### config.mk
export PLATFORM = sky130hd
export DESIGN_NAME = a_lkp_responder
export DESIGN_NICKNAME = d
export VERILOG_FILES = /design/src/rtl/a_lkp_responder.sv
export SDC_FILE = /design/constraint.sdc
export NUM_CORES = 1
export LEC_CHECK = 0
export CORE_MARGIN = 2
export CORE_UTILIZATION = 35
export DETAILED_ROUTE_END_ITERATION = 6
export DONT_BUFFER_PORTS = 1
export SYNTH_ARGS = -nofsm -noshare
export SYNTH_HDL_FRONTEND = slang
export SYNTH_SLANG_ARGS = --single-unit
### constraint.sdc
create_clock -name clk -period 3.4 [get_ports clk]
set_input_delay 0.34 -clock clk [delete_from_list [all_inputs] [get_ports clk]]
set_output_delay 0.34 -clock clk [all_outputs]
set_load 0.05 [all_outputs]
### src/rtl/a_lkp_responder.sv
`default_nettype none
// ============================================================================
// Module   : a_lkp_responder
// Purpose  : A-side lookup responder. Ages each pending request and returns
//            results by lowest table index.
// Revision : 1.0
// ============================================================================
module a_lkp_responder #(
    parameter int                     INFO_LENGTH = 32,
    parameter int                     REQ_WIDTH   = 4,
    parameter int                     DEPTH       = 8,
    parameter int                     BASE_LAT    = 2,
    parameter logic [INFO_LENGTH-1:0] RSLT_KEY    = 32'h5A5A_A5A5
) (
    input  logic                         clk,
    input  logic                         rst_n,
    input  logic                         c2a_lkp_vld,
    input  logic [INFO_LENGTH-1:0]       c2a_lkp_info,
    input  logic [REQ_WIDTH-1:0]         c2a_lkp_req_id,
    output logic                         a2c_lkp_rdy,
    output logic                         a2c_lkp_rsp_vld,
    output logic [REQ_WIDTH-1:0]         a2c_lkp_rsp_id,
    output logic [INFO_LENGTH-1:0]       a2c_lkp_rslt,
    input  logic                         cfg_stall,
    output logic [$clog2(DEPTH+1)-1:0]   pend_cnt,
    output logic                         err_dup_id
);

    localparam int c_AGE_W = $clog2(BASE_LAT + 4) + 2;
    localparam int c_CNT_W = $clog2(DEPTH + 1);
    localparam int c_IDX_W = $clog2(DEPTH);

    logic                   r_vld  [DEPTH];
    logic [REQ_WIDTH-1:0]   r_id   [DEPTH];
    logic [INFO_LENGTH-1:0] r_rslt [DEPTH];
    logic [c_AGE_W-1:0]     r_age  [DEPTH];

    logic                   r_rsp_vld;
    logic [REQ_WIDTH-1:0]   r_rsp_id;
    logic [INFO_LENGTH-1:0] r_rsp_rslt;
    logic [c_CNT_W-1:0]     r_pend_cnt;
    logic                   r_err_dup;

    logic [DEPTH-1:0]       w_elig;
    logic [DEPTH-1:0]       w_dup_hit;
    logic [DEPTH-1:0]       w_pop_oh;
    logic [DEPTH-1:0]       w_alloc_oh;
    logic [c_IDX_W-1:0]     w_pop_idx;
    logic                   w_pop;
    logic                   w_acc;
    logic                   w_dup;
    logic [c_AGE_W-1:0]     w_new_age;
    logic [INFO_LENGTH-1:0] w_new_rslt;

    // Ready depends only on reset, stall and the registered occupancy.
    assign a2c_lkp_rdy = rst_n && !cfg_stall && (r_pend_cnt < c_CNT_W'(DEPTH));
    assign w_acc       = c2a_lkp_vld && a2c_lkp_rdy;

    assign w_new_age  = c_AGE_W'(BASE_LAT - 1) + c_AGE_W'(c2a_lkp_info[1:0]);
    assign w_new_rslt = {c2a_lkp_info[INFO_LENGTH-2:0], c2a_lkp_info[INFO_LENGTH-1]} ^ RSLT_KEY;

    // Descending scan so the lowest index is the last (winning) assignment.
    always_comb begin
        w_pop_oh   = '0;
        w_alloc_oh = '0;
        w_pop_idx  = '0;
        for (int i = DEPTH - 1; i >= 0; i--) begin
            if (w_elig[i]) begin
                w_pop_oh    = '0;
                w_pop_oh[i] = 1'b1;
                w_pop_idx   = c_IDX_W'(i);
            end
            if (!r_vld[i]) begin
                w_alloc_oh    = '0;
                w_alloc_oh[i] = 1'b1;
            end
        end
    end

    assign w_pop = |w_elig;
    assign w_dup = |w_dup_hit;

    for (genvar g = 0; g < DEPTH; g++) begin : g_entry
        assign w_elig[g]    = r_vld[g] && (r_age[g] == '0);
        assign w_dup_hit[g] = r_vld[g] && !w_pop_oh[g] && (r_id[g] == c2a_lkp_req_id);

        // The allocated slot is always invalid, so it never pops or ages here.
        always_ff @(posedge clk or negedge rst_n) begin
            if (!rst_n) begin
                r_vld[g]  <= 1'b0;
                r_id[g]   <= '0;
                r_rslt[g] <= '0;
                r_age[g]  <= '0;
            end else if (w_acc && w_alloc_oh[g]) begin
                r_vld[g]  <= 1'b1;
                r_id[g]   <= c2a_lkp_req_id;
                r_rslt[g] <= w_new_rslt;
                r_age[g]  <= w_new_age;
            end else begin
                if (w_pop_oh[g]) begin
                    r_vld[g] <= 1'b0;
                end
                if (r_vld[g] && (r_age[g] != '0)) begin
                    r_age[g] <= r_age[g] - c_AGE_W'(1);
                end
            end
        end
    end

    always_ff @(posedge clk or negedge rst_n) begin
        if (!rst_n) begin
            r_rsp_vld  <= 1'b0;
            r_rsp_id   <= '0;
            r_rsp_rslt <= '0;
            r_pend_cnt <= '0;
            r_err_dup  <= 1'b0;
        end else begin
            r_rsp_vld <= w_pop;
            if (w_pop) begin
                r_rsp_id   <= r_id[w_pop_idx];
                r_rsp_rslt <= r_rslt[w_pop_idx];
            end
            if (w_acc && !w_pop) begin
                r_pend_cnt <= r_pend_cnt + c_CNT_W'(1);
            end else if (!w_acc && w_pop) begin
                r_pend_cnt <= r_pend_cnt - c_CNT_W'(1);
            end
            if (w_acc && w_dup) begin
                r_err_dup <= 1'b1;
            end
        end
    end

    assign a2c_lkp_rsp_vld = r_rsp_vld;
    assign a2c_lkp_rsp_id  = r_rsp_id;
    assign a2c_lkp_rslt    = r_rsp_rslt;
    assign pend_cnt        = r_pend_cnt;
    assign err_dup_id      = r_err_dup;

endmodule
`default_nettype wire

==> impl_results.md <==
- Pins Over Slew Limit: 0
- Post-synth EDFFs: 0
- Post-route clock skew: between 0.02 and 0.025 ns
- Row Count: 82
- IO Count: 83
- CTS sink count: 378
- Non-filler cells, final: 2495
- Simple-Gate Fraction of Synth Area: between 10% and 20%
- Initial Utilization: 35.5%
- FILL cells: 4804
- Root buffer selected by CTS: clkbuf_16
- Min-Delay Path Class: primary input to asynchronous set/reset pin
- CTS max path bufs: 3
- Seq/Total Area, Yosys: 53.1%
- Max cap viols: 0
- Synth cell types: 75
- Die width: 230 um
- Initial DRC Count: 1062
- Fraction of the mapped netlist area in adder cells: 1.52%
- Postcts setup bufs: 0
- Dominant combinational cell family by area after synthesis: compound AO/OA/AOI/OAI gates
- Top area cells in the synthesized netlist: dfrtp_1 (53%), nand2_1 (8.2%), mux2_2 (5.7%)
- Compound-gate portion of the synthesized area: approximately 17%
- Relative slew slack: 18.6%
- VDD IR max: roughly 0.6 mV
- Via count: between 10000 and 15000
- Status: finished, violations left
- H-tree depth: 2
- Post-route minimum period: around 3.2 ns
- Startpoint types: flop
- Syn Std Cell Area: 0.0178 mm^2
- Largest net degree at the start of global routing: 381
- CP Class: flop to flop
- Gp weighted congestion: 0.824
- Fin area: 0.0206 mm^2
- Failing checks: hold timing
- Commonest cells post-synth: nand2_1 (389), dfrtp_1 (378), o21ai_0 (128)
- Post-synthesis register bit count: 378
- Dominant synthesized flop cell: dfrtp_1
- Required time worst endpoint: 3.90 ns
- Mean area per synthesized cell: 10.1 um^2
- Leakage: 9.51 nW
- Number of global-route vias before repair: 13863
- Input/output buffers: 0
- Worst-path clk slew: roughly 0.060 ns
- Synth top area share: a little over half
- Total congestion overflow: 0
- Post-synthesis mux area share: 7.96%
- Post-DP HPWL: 31.8 mm
- Most common cell in the netlist: nand2_1
- Worst-Margin Slew: between 1 and 1.5 ns
- Core area: 0.0502 mm^2
- Fmax: between 300 and 400 MHz
- Area leader, netlist: dfrtp_1
- GRT Overall Usage: 19.5%
- Routed length per instance: 20.5 um
- Worst reg2reg setup slack: 0.19 ns
- Power per cell area: ~760 mW/mm^2
- Clk Latency, worst-skew pair: 0.58 ns
- Antenna violations before repair: 3
- CTS Buf Count: 43
- XOR/XNOR Fraction of Synth Area: 3.24%
- Die area: 0.0528 mm^2
- Synth async-reset ratio: 100%
- Final clock period utilization by the worst path: a little over nine tenths
- Data arrival, critical path: 3.70 ns
- DRT antenna net count: 0
- Die height: 230 um
- Final hold vios: 378
- Final net count: between 1500 and 2000
- # DRC: 0
- Final setup violation count: 0
- Setup TNS: 0 ns
- Layout cells sized above 1: 14.2%
- Worst Setup End Kind: flop
- Detailed Routing Iterations Pass 1: 6
- Syn_nets: 1834
- WL final: 51.2 mm
- First-pass GRT wire length: 80.7 mm
- WHS: -0.535 ns
- Cells after synthesis: between 1500 and 2000
- # hold bufs at CTS: 36
- Fin util: roughly 41%
- Placed Instances: 2380
- Worst-path maximum fanout: 24
- CTS tree: done
- Drt via density: 5.46
- RSZ-0062 raised after global routing: no
- Area Growth Syn to Fin: 15.3%
- Yosys warnings: 0
- Area post-placement: 0.0188 mm^2
per-layer routing:
| metal | share of wire [%] | routed length, um | vias to the layer above | GRT usage, % |
|---|---|---|---|---|
| met3 | 5.7 | 2930 | 105 | 4.38 |
| met1 | 45 | 22900 | 6887 | 26.1 |
| li1 | - | - | 6293 | - |
| met4 | 3.0 | 1540 | 0 | 6.94 |
| met5 | 0 | 0 | - | 0 |
| met2 | 47 | 23800 | 338 | 31.2 |
per-stage QoR:
stage / total power, mW / setup slack [ns]
global placement: 10.9 / 0.331
global route: 16.5 / 0.00135
detailed placement: 11.0 / 0.251
floorplan: 9.61 / 0.246
CTS: 15.8 / 0.216
finish: 15.7 / 0.195
cell type report:
type                            instances  area (um^2)  share of cell area [%]
Sequential cell                       378         9460                    46.0
Tap cell                              672          841                    4.09
Antenna cell                            4         10.0                  0.0487
Clock inverter                         16          176                   0.858
Multi-Input combinational cell       1226         7750                    37.7
Inverter                               36          135                   0.657
Timing Repair Buffer                  104          958                    4.66
Clock buffer                           59         1230                    5.97
where the power goes:
group	internal (mW)	total, mW	switching (mW)	leakage, nW
clock network	2.75	4.63	1.88	0.696
registers	5.38	6.90	1.52	5.06
logic	1.68	4.13	2.45	3.75
total	9.81	15.7	5.85	9.51
flip-flops by register name, summed over array words and instances (netlist names):
name / flops
r_rslt: 256
r_age: 40
a2c_lkp_rslt: 32
r_id: 32
r_vld: 8
a2c_lkp_rsp_id: 4
pend_cnt: 4
a2c_lkp_rsp_vld: 1
err_dup_id: 1
worst max-delay path: stages (launching register included):
cell and delay [ns]:
dfrtp_1 0.40, inv_1 0.09, ha_1 0.16, or4b_1 0.52, o211ai_1 0.50, a211o_4 0.55
a2111oi_0 0.19, o41ai_1 0.50, o211a_1 0.21
path summary, 6_finish.rpt:
path                       depth (start not counted)              end       startpoint
min reg2reg                                        2      r_rslt[130]      r_rslt[130]
max reg2reg                                        8  a2c_lkp_rslt[7]         r_age[5]
min in group clk                                   3        r_age[11]  c2a_lkp_info[1]
max in group asynchronous                          0      r_rslt[146]            rst_n
max                                                8  a2c_lkp_rslt[7]         r_age[5]
min                                                0      pend_cnt[3]            rst_n
what timing repair did:
item                                    CTS  global route
endpoints found under the setup margin    0             1
gates resized for setup                   0             1
hold endpoints to repair                674           378
cells by family (layout without fill, tap and decap cells):
family          after synthesis  count (layout)
compound gates              446             446
flops                       378             378
buf+inv                     169             215
fa+ha+maj                    21              21
other cells                   0               4
mux                         129             129
simple gates                564             564
xor+xnor                     66              66
cell usage in the layout, fill, tap and decap left out, types with 29 or more instances in the layout:
cell and n:
dfrtp_1 378, inv_1 35, nor2_1 78, dlygate4sd3_1 36
nand2_1 387, nor4_1 29, mux2i_1 33, xor2_1 32
mux2_2 90, a21oi_1 114, buf_4 61, a211oi_1 54
o22a_1 33, o21ai_0 128, xnor2_1 34, clkbuf_16 44
No activity file was read; power rests on OpenSTA's default activity.
